File: config.mk
export PLATFORM = sky130hd
export DESIGN_NAME = mem_bus_arbiter_flat
export DESIGN_NICKNAME = d
export VERILOG_FILES = /design/src/rtl/mem_bus_arbiter_pkg.sv /design/src/rtl/mem_bus_arbiter_if.sv /design/src/rtl/mem_bus_arbiter_tag_owner_table.sv /design/src/rtl/mem_bus_arbiter.sv /design/src/flat_wrapper.sv
export SDC_FILE = /design/constraint.sdc
export NUM_CORES = 1
export LEC_CHECK = 0
export BUFFER_PORTS_ARGS = -buffer_cell sky130_fd_sc_hd__clkbuf_2
export CAP_MARGIN = 20
export CORE_AREA = 3 3 201 203
export CTS_CLUSTER_DIAMETER = 80
export DETAILED_ROUTE_END_ITERATION = 10
export DIE_AREA = 0 0 204 206
export GPL_ROUTABILITY_DRIVEN = 0
export HOLD_SLACK_MARGIN = 0.03
export PLACE_DENSITY_LB_ADDON = 0.25
export SYNTH_ARGS = -nofsm -noshare
export SYNTH_HDL_FRONTEND = slang
export SYNTH_SLANG_ARGS = --single-unit
File: constraint.sdc
create_clock -name clock -period 2.37 [get_ports clock]
set_input_delay 0.474 -clock clock [delete_from_list [all_inputs] [get_ports clock]]
set_output_delay 0.474 -clock clock [all_outputs]
set_load 0.01 [all_outputs]
File: src/rtl/mem_bus_arbiter_pkg.sv
// Shared types for the memory bus arbiter: bus command encodings, the
// arbiter sequencing states and the per-tag ownership record.
package mem_bus_arbiter_pkg;

  localparam int XLEN        = 32;
  localparam int CACHE_LINES = 32;

  typedef enum logic [1:0] {
    BUS_NONE  = 2'h0,
    BUS_LOAD  = 2'h1,
    BUS_STORE = 2'h2
  } BUS_COMMAND;

  typedef enum logic [1:0] {
    IDLE,
    FLUSH,
    DRAIN
  } ARB_STATE;

  typedef enum logic {
    OWN_I,
    OWN_D
  } TAG_OWNER;

  typedef struct packed {
    logic     valid;
    TAG_OWNER owner;
  } TAG_ENTRY;

  // Which requester holds the memory port this cycle.
  typedef enum logic [1:0] {
    WIN_NONE,
    WIN_I,
    WIN_D,
    WIN_C
  } ARB_WINNER;

endpackage

File: src/rtl/mem_bus_arbiter_if.sv
// Bundle of every requester, memory and status signal around the arbiter.
// The master modport is the arbiter's view; slave is the surrounding system.
interface mem_bus_arbiter_if;
  import mem_bus_arbiter_pkg::*;

  logic                   cleancache;
  logic [CACHE_LINES-1:0] dcache_empty;
  logic [1:0]             proc2Imem_command;
  logic [XLEN-1:0]        proc2Imem_addr;
  logic [1:0]             proc2Dmem_command;
  logic [XLEN-1:0]        proc2Dmem_addr;
  logic [63:0]            proc2Dmem_data;
  logic [1:0]             clean_command;
  logic [XLEN-1:0]        clean_addr;
  logic [63:0]            clean_data;
  logic [3:0]             mem2proc_response;
  logic [63:0]            mem2proc_data;
  logic [3:0]             mem2proc_tag;
  logic [1:0]             proc2mem_command;
  logic [XLEN-1:0]        proc2mem_addr;
  logic [63:0]            proc2mem_data;
  logic [3:0]             Imem2proc_response;
  logic [3:0]             Dmem2proc_response;
  logic [3:0]             Imem2proc_tag;
  logic [3:0]             Dmem2proc_tag;
  logic [63:0]            mem2proc_data_out;
  logic                   flush_done;
  logic                   tag_error;

  modport master (
    input  cleancache, dcache_empty,
    input  proc2Imem_command, proc2Imem_addr,
    input  proc2Dmem_command, proc2Dmem_addr, proc2Dmem_data,
    input  clean_command, clean_addr, clean_data,
    input  mem2proc_response, mem2proc_data, mem2proc_tag,
    output proc2mem_command, proc2mem_addr, proc2mem_data,
    output Imem2proc_response, Dmem2proc_response,
    output Imem2proc_tag, Dmem2proc_tag,
    output mem2proc_data_out, flush_done, tag_error
  );

  modport slave (
    output cleancache, dcache_empty,
    output proc2Imem_command, proc2Imem_addr,
    output proc2Dmem_command, proc2Dmem_addr, proc2Dmem_data,
    output clean_command, clean_addr, clean_data,
    output mem2proc_response, mem2proc_data, mem2proc_tag,
    input  proc2mem_command, proc2mem_addr, proc2mem_data,
    input  Imem2proc_response, Dmem2proc_response,
    input  Imem2proc_tag, Dmem2proc_tag,
    input  mem2proc_data_out, flush_done, tag_error
  );

endinterface

File: src/rtl/mem_bus_arbiter_tag_owner_table.sv
// Ownership record for outstanding load tags. A set and a clear of the same
// index in one cycle leaves the entry set, so memory may reuse a freed tag.
module mem_bus_arbiter_tag_owner_table
  import mem_bus_arbiter_pkg::*;
#(
  parameter int NUM_TAGS = 16
) (
  input  logic     clock,
  input  logic     reset,
  input  logic     set_en,
  input  logic [3:0] set_idx,
  input  TAG_OWNER set_owner,
  input  logic     clr_en,
  input  logic [3:0] clr_idx,
  input  logic [3:0] lookup_idx,
  output TAG_ENTRY lookup_entry,
  output logic     any_d
);

  TAG_ENTRY table_q [NUM_TAGS];
  TAG_ENTRY table_d [NUM_TAGS];

  // Apply the clear first so a same-index set overrides it.
  always_comb begin
    table_d = table_q;
    if (clr_en) table_d[clr_idx] = '0;
    if (set_en) table_d[set_idx] = '{valid: 1'b1, owner: set_owner};
  end

  // Table register; reset invalidates every entry.
  always_ff @(posedge clock) begin
    if (reset) table_q <= '{default: '0};
    else       table_q <= table_d;
  end

  assign lookup_entry = table_q[lookup_idx];

  // Any dcache load still in flight (entry 0 never carries a tag).
  always_comb begin
    any_d = 1'b0;
    for (int k = 1; k < NUM_TAGS; k++) begin
      if (table_q[k].valid && table_q[k].owner == OWN_D) any_d = 1'b1;
    end
  end

endmodule

File: src/rtl/mem_bus_arbiter.sv
// Shares one memory port between icache fetch, dcache load/store and dcache
// clean writeback; routes responses and returned tags back to their owners
// and sequences the end-of-program clean (FLUSH, then DRAIN of D loads).
module mem_bus_arbiter
  import mem_bus_arbiter_pkg::*;
#(
  parameter int STARVE_LIMIT = 4,
  parameter int NUM_TAGS     = 16
) (
  input logic               clock,
  input logic               reset,
  mem_bus_arbiter_if.master bus
);

  localparam int              CNT_W = $clog2(STARVE_LIMIT + 1);
  localparam logic [CNT_W-1:0] LIMIT = CNT_W'(STARVE_LIMIT);

  ARB_STATE         state_q, state_d;
  logic [CNT_W-1:0] starve_q, starve_d;
  logic             tag_error_q, tag_error_d;
  ARB_WINNER        win;
  logic             i_act, d_act, c_act;
  logic             set_en, tag_hit, any_d;
  TAG_OWNER         set_owner;
  TAG_ENTRY         lookup_entry;

  assign i_act = bus.proc2Imem_command != BUS_NONE;
  assign d_act = bus.proc2Dmem_command != BUS_NONE;
  assign c_act = bus.clean_command     != BUS_NONE;

  // Pick this cycle's winner; a starved icache jumps ahead of the dcache once.
  always_comb begin
    win = WIN_NONE;
    if (!reset) begin
      unique case (state_q)
        IDLE: begin
          if (i_act && (starve_q == LIMIT || !d_act)) win = WIN_I;
          else if (d_act)                             win = WIN_D;
        end
        FLUSH:   if (c_act) win = WIN_C;
        default: win = WIN_NONE;
      endcase
    end
  end

  // Forward the winner to memory and hand the immediate response back to it.
  always_comb begin
    bus.proc2mem_command   = BUS_NONE;
    bus.proc2mem_addr      = '0;
    bus.proc2mem_data      = '0;
    bus.Imem2proc_response = '0;
    bus.Dmem2proc_response = '0;
    unique case (win)
      WIN_I: begin
        bus.proc2mem_command   = bus.proc2Imem_command;
        bus.proc2mem_addr      = bus.proc2Imem_addr;
        bus.Imem2proc_response = bus.mem2proc_response;
      end
      WIN_D: begin
        bus.proc2mem_command   = bus.proc2Dmem_command;
        bus.proc2mem_addr      = bus.proc2Dmem_addr;
        bus.proc2mem_data      = bus.proc2Dmem_data;
        bus.Dmem2proc_response = bus.mem2proc_response;
      end
      WIN_C: begin
        bus.proc2mem_command   = bus.clean_command;
        bus.proc2mem_addr      = bus.clean_addr;
        bus.proc2mem_data      = bus.clean_data;
      end
      default: ;
    endcase
  end

  // Only accepted loads from a cache claim a tag; clean traffic never does.
  assign set_en = ((win == WIN_I && bus.proc2Imem_command == BUS_LOAD) ||
                   (win == WIN_D && bus.proc2Dmem_command == BUS_LOAD)) &&
                  bus.mem2proc_response != '0;
  assign set_owner = (win == WIN_I) ? OWN_I : OWN_D;

  assign tag_hit = !reset && bus.mem2proc_tag != '0 && lookup_entry.valid;

  assign bus.Imem2proc_tag = (tag_hit && lookup_entry.owner == OWN_I) ? bus.mem2proc_tag : '0;
  assign bus.Dmem2proc_tag = (tag_hit && lookup_entry.owner == OWN_D) ? bus.mem2proc_tag : '0;
  assign bus.mem2proc_data_out = bus.mem2proc_data;
  assign bus.tag_error         = tag_error_q;

  mem_bus_arbiter_tag_owner_table #(.NUM_TAGS(NUM_TAGS)) u_table (
    .clock        (clock),
    .reset        (reset),
    .set_en       (set_en),
    .set_idx      (bus.mem2proc_response),
    .set_owner    (set_owner),
    .clr_en       (tag_hit),
    .clr_idx      (bus.mem2proc_tag),
    .lookup_idx   (bus.mem2proc_tag),
    .lookup_entry (lookup_entry),
    .any_d        (any_d)
  );

  // Clean sequencing, starvation count and sticky orphan-tag flag.
  always_comb begin
    state_d        = state_q;
    starve_d       = starve_q;
    tag_error_d    = tag_error_q;
    bus.flush_done = 1'b0;
    unique case (state_q)
      IDLE:  if (bus.cleancache) state_d = FLUSH;
      FLUSH: if (bus.dcache_empty == '0 && !c_act) state_d = DRAIN;
      DRAIN: begin
        if (!any_d) begin
          state_d        = IDLE;
          bus.flush_done = !reset;
        end
      end
      default: state_d = IDLE;
    endcase
    if (i_act && win != WIN_I) starve_d = (starve_q == LIMIT) ? LIMIT : starve_q + CNT_W'(1);
    else                       starve_d = '0;
    if (bus.mem2proc_tag != '0 && !lookup_entry.valid) tag_error_d = 1'b1;
  end

  // Control registers.
  always_ff @(posedge clock) begin
    if (reset) begin
      state_q     <= IDLE;
      starve_q    <= '0;
      tag_error_q <= 1'b0;
    end else begin
      state_q     <= state_d;
      starve_q    <= starve_d;
      tag_error_q <= tag_error_d;
    end
  end

endmodule

File: src/flat_wrapper.sv
// flat-port wrapper written by rule: the top's interface ports become plain ports
module mem_bus_arbiter_flat import mem_bus_arbiter_pkg::*;
#(
  parameter int STARVE_LIMIT = 4,
  parameter int NUM_TAGS     = 16
)
  (clock, reset, bus_cleancache, bus_dcache_empty, bus_proc2Imem_command, bus_proc2Imem_addr, bus_proc2Dmem_command, bus_proc2Dmem_addr, bus_proc2Dmem_data, bus_clean_command, bus_clean_addr, bus_clean_data, bus_mem2proc_response, bus_mem2proc_data, bus_mem2proc_tag, bus_proc2mem_command, bus_proc2mem_addr, bus_proc2mem_data, bus_Imem2proc_response, bus_Dmem2proc_response, bus_Imem2proc_tag, bus_Dmem2proc_tag, bus_mem2proc_data_out, bus_flush_done, bus_tag_error);
  mem_bus_arbiter_if bus_i ();
  input logic clock;
  input logic reset;
  input wire logic [$bits(bus_i.cleancache)-1:0] bus_cleancache;
  input wire logic [$bits(bus_i.dcache_empty)-1:0] bus_dcache_empty;
  input wire logic [$bits(bus_i.proc2Imem_command)-1:0] bus_proc2Imem_command;
  input wire logic [$bits(bus_i.proc2Imem_addr)-1:0] bus_proc2Imem_addr;
  input wire logic [$bits(bus_i.proc2Dmem_command)-1:0] bus_proc2Dmem_command;
  input wire logic [$bits(bus_i.proc2Dmem_addr)-1:0] bus_proc2Dmem_addr;
  input wire logic [$bits(bus_i.proc2Dmem_data)-1:0] bus_proc2Dmem_data;
  input wire logic [$bits(bus_i.clean_command)-1:0] bus_clean_command;
  input wire logic [$bits(bus_i.clean_addr)-1:0] bus_clean_addr;
  input wire logic [$bits(bus_i.clean_data)-1:0] bus_clean_data;
  input wire logic [$bits(bus_i.mem2proc_response)-1:0] bus_mem2proc_response;
  input wire logic [$bits(bus_i.mem2proc_data)-1:0] bus_mem2proc_data;
  input wire logic [$bits(bus_i.mem2proc_tag)-1:0] bus_mem2proc_tag;
  output wire logic [$bits(bus_i.proc2mem_command)-1:0] bus_proc2mem_command;
  output wire logic [$bits(bus_i.proc2mem_addr)-1:0] bus_proc2mem_addr;
  output wire logic [$bits(bus_i.proc2mem_data)-1:0] bus_proc2mem_data;
  output wire logic [$bits(bus_i.Imem2proc_response)-1:0] bus_Imem2proc_response;
  output wire logic [$bits(bus_i.Dmem2proc_response)-1:0] bus_Dmem2proc_response;
  output wire logic [$bits(bus_i.Imem2proc_tag)-1:0] bus_Imem2proc_tag;
  output wire logic [$bits(bus_i.Dmem2proc_tag)-1:0] bus_Dmem2proc_tag;
  output wire logic [$bits(bus_i.mem2proc_data_out)-1:0] bus_mem2proc_data_out;
  output wire logic [$bits(bus_i.flush_done)-1:0] bus_flush_done;
  output wire logic [$bits(bus_i.tag_error)-1:0] bus_tag_error;
  assign bus_i.cleancache = bus_cleancache;
  assign bus_i.dcache_empty = bus_dcache_empty;
  assign bus_i.proc2Imem_command = bus_proc2Imem_command;
  assign bus_i.proc2Imem_addr = bus_proc2Imem_addr;
  assign bus_i.proc2Dmem_command = bus_proc2Dmem_command;
  assign bus_i.proc2Dmem_addr = bus_proc2Dmem_addr;
  assign bus_i.proc2Dmem_data = bus_proc2Dmem_data;
  assign bus_i.clean_command = bus_clean_command;
  assign bus_i.clean_addr = bus_clean_addr;
  assign bus_i.clean_data = bus_clean_data;
  assign bus_i.mem2proc_response = bus_mem2proc_response;
  assign bus_i.mem2proc_data = bus_mem2proc_data;
  assign bus_i.mem2proc_tag = bus_mem2proc_tag;
  assign bus_proc2mem_command = bus_i.proc2mem_command;
  assign bus_proc2mem_addr = bus_i.proc2mem_addr;
  assign bus_proc2mem_data = bus_i.proc2mem_data;
  assign bus_Imem2proc_response = bus_i.Imem2proc_response;
  assign bus_Dmem2proc_response = bus_i.Dmem2proc_response;
  assign bus_Imem2proc_tag = bus_i.Imem2proc_tag;
  assign bus_Dmem2proc_tag = bus_i.Dmem2proc_tag;
  assign bus_mem2proc_data_out = bus_i.mem2proc_data_out;
  assign bus_flush_done = bus_i.flush_done;
  assign bus_tag_error = bus_i.tag_error;
  mem_bus_arbiter #(.STARVE_LIMIT(STARVE_LIMIT), .NUM_TAGS(NUM_TAGS)) u_core (.clock(clock), .reset(reset), .bus(bus_i));
endmodule
==> impl_results.md <==
* Fraction of layout instances using a drive strength above 1 at 0.621
* Number of warnings printed during yosys synthesis at 0
* Post-route antenna net violation count at 0
* Data arrival time of the worst path at 2070 ps
* Post-detailed-route wirelength per cell at 23.8 µm
* Mean number of vias per cell at 4.14
* Seq cells post-synth at 38
* Detailed placer's ending HPWL at 30100 µm
* Clock slew at the register clock pins of the worst setup and hold paths at 50 ps
* Clock tree from TritonCTS: yes
* Worst slack after detailed placement at -259 ps
* Final net count at 1264
* Share of the synthesized area in the top cell type at 0.184
* Slew of the pin with the lowest slew margin at 557 ps
* Violations in the final reports: setup timing
* Path class of the lowest-slack min-delay path: in -> reg
* Core box area at 38600 µm²
* # placed instances at 1408
* Power per Cell Area at 329 nW/µm²
* Cell with the largest stage delay on the worst path: or3_4
* DIE HEIGHT at 206 µm
* Clock tree root driver cell: clkbuf_16
* Run status: finished with violations
* DRC viols at 0
* Proportion of register bits with asynchronous set or reset after synthesis at 0
* Wire length of the first global-routing pass at 45500 µm
* Total Wirelength at 34500 µm
* Maximum clock skew at final layout at 4.45 ps
* Sequential share of the synthesized area at 0.184
* Cell family contributing the most delay on the critical path: buffers and inverters
* Worst VDD drop at 0.000283 V
* Crit Path Class: reg -> out
* Distinct cell type count after synthesis at 50
* Share of the cycle needed by the critical path after routing at 1.07
* Via count of the first global-routing pass at 5997
* Mean instance size in the synthesized netlist at 7.90 µm²
* Hold Worst Slack at 462 ps
* Prevailing post-synth register cell: dfxtp_1
* Type of destination of the critical path: primary output
* Count of clock tree sinks at 38
* Initial antenna violation count at 12
* Initial Util at 0.107
* Req. time, crit path at 1900 ps
* Max Cap Violations at 0
* Site row count at 72
* Crit-path cells: or3_4 > a211oi_4 > buf_12 > buf_12 > a222oi_1 > inv_1 > clkbuf_8
* Clock buffer count from CTS at 5
* Post-synth net total at 863
* Fmax at 0.393 GHz
* Leakage Power at 4.02 nW
* Synth-to-layout area growth at 92.7%
* Area of the die at 42000 µm²
* End-of-flow core utilization at 0.206
* Remaining Overflow, GRT at 0
* Fin worst setup slack at -176 ps
* Cell count after synthesis at 524
* Final-report setup violation count at 100
* Number of search-and-repair iterations in the first detailed-routing pass at 8
* Post-layout minimum cycle time at 2550 ps
* Setup TNS Final at -10470 ps
* Tightest slew margin relative to the limit at 0.624
* Final count of pins violating max slew at 0
* Final cell count without fillers at 1451
* Hold Fails Final Rpt at 0
* Biggest area consumer among synthesized cells: dfxtp_1
* Nature of the critical path startpoint: flip-flop
* Via count at 6010
* Most area-consuming cells after synthesis: dfxtp_1, a22o_1, buf_4
* Maximum number of pins on one net before global-route repair at 25
* Number of input and output port buffers inserted at 388
* Instance area after placement at 6780 µm²
* Buffer levels on the longest clock path at 2
* Fill cell total of the finished layout at 4328
* EDFF count, synth at 0
* Bufs and invs on worst path at 4
* Max incr delay on CP at 420 ps
* Die width at 204 µm
* Most used cell along the critical path: buf_12
* Fin area at 7970 µm²
* Htree depth at 2
* Synth Cell Area at 4140 µm²
* Boundary pin count at 517
* Drt initial violations at 469
* Post-route total power at 2.62 mW
* Critical-path maximum fanout at 24
* Worst skew pair latency at 280 ps
* Overall track demand over capacity in global routing at 0.152
* Setup repair after global routing missed its margin: true
where the power goes:
| part | internal (mW) | switching, mW |
|---|---|---|
| clock | 0.417 | 0.254 |
| combinational | 0.671 | 0.619 |
| sequential | 0.650 | 0.0114 |
final timing paths:
kind	from	end	slack, ps	cells past startpoint
max	u_core.state_q[0]	bus_proc2mem_addr[10]	-180	7
min	bus_cleancache	u_core.state_q[0]	460	2
max reg2reg	u_core.starve_q[1]	u_core.starve_q[1]	110	12
min reg2reg	u_core.u_table.table_q[9]	u_core.u_table.table_q[9]	480	2
what timing repair did:
| action | CTS | global route |
|---|---|---|
| hold buffers | 0 | 0 |
| cloned | 3 | 4 |
| buffers inserted | 11 | 10 |
| resized for setup | 86 | 143 |
| endpoints found under the setup margin | 114 | 114 |
| pin swaps | 11 | 11 |
worst register-to-register path, cell delays in order (launching register included):
cell       delay (ps)
dfxtp_2           340
inv_2              50
ha_4              170
a2bb2oi_4         170
nor3_4             80
buf_6             120
clkbuf_16         140
buf_4             130
buf_4             120
buf_4             160
or2_2             320
buf_4             170
nor4b_2           210
registers in the layout (all words and copies together) (netlist names):
| register | cells |
|---|---|
| u_core.bus.tag_error | 1 |
| u_core.state_q | 2 |
| u_core.u_table.table_q | 32 |
| u_core.starve_q | 3 |
area by class of cell:
type,instances,area (µm²),share of cell area
Inverter,45,171,0.0215
Clock inverter,1,5.00,0.000628
Multi-Input combinational cell,334,2780,0.348
Clock buffer,7,143,0.0179
Timing Repair Buffer,501,3440,0.431
Antenna cell,7,17.5,0.00220
Tap cell,518,648,0.0813
Sequential cell,38,772,0.0968
per-layer routing:
metal / track usage / vias up / part of all wire
met4: 0.0192 / 10 / 0.012
met2: 0.264 / 302 / 0.48
li1: - / 2775 / -
met5: 0.0262 / - / 0.0063
met1: 0.182 / 2886 / 0.41
met3: 0.0567 / 37 / 0.092
cell families (layout without fill, tap and decap cells):
group           after synthesis  after routing  synth area share
compound gates              170            170             0.330
fa+ha+maj                     2              2           0.00605
buf+inv                     152            554             0.204
flops                        38             38             0.184
mux                          31             31             0.103
other cells                   0              7                 0
simple gates                131            131             0.174
cell usage in the layout, fill, tap and decap left out, types with 9 or more instances in the layout:
master | netlist | final
a22o_1 | 62 | 55
and2_4 | 0 | 9
nor3_1 | 13 | 12
a222oi_1 | 33 | 33
a21oi_1 | 19 | 17
clkbuf_16 | 0 | 10
nand2_1 | 17 | 17
dfxtp_1 | 38 | 31
nor2_1 | 12 | 12
clkbuf_8 | 0 | 14
mux2i_1 | 21 | 20
clkbuf_2 | 0 | 304
nand3_1 | 28 | 27
buf_6 | 0 | 46
buf_4 | 68 | 71
buf_2 | 14 | 43
inv_1 | 43 | 38
o21ai_0 | 21 | 19
nand4_1 | 9 | 9
mux4_2 | 9 | 9
buf_12 | 0 | 9
nor4_1 | 14 | 14
cell usage after synthesis, drive strengths merged (8+ instances only):
master / number
buf: 89
dfxtp: 38
nand4: 9
clkbuf: 18
a21oi: 19
nand3: 28
a211oi: 8
mux2i: 21
a22o: 62
and2: 9
mux4: 9
inv: 43
nor2: 12
nor4: 14
o21ai: 21
a222oi: 33
nand2: 17
nor3: 14
No activity file was read; power rests on OpenSTA's default activity.
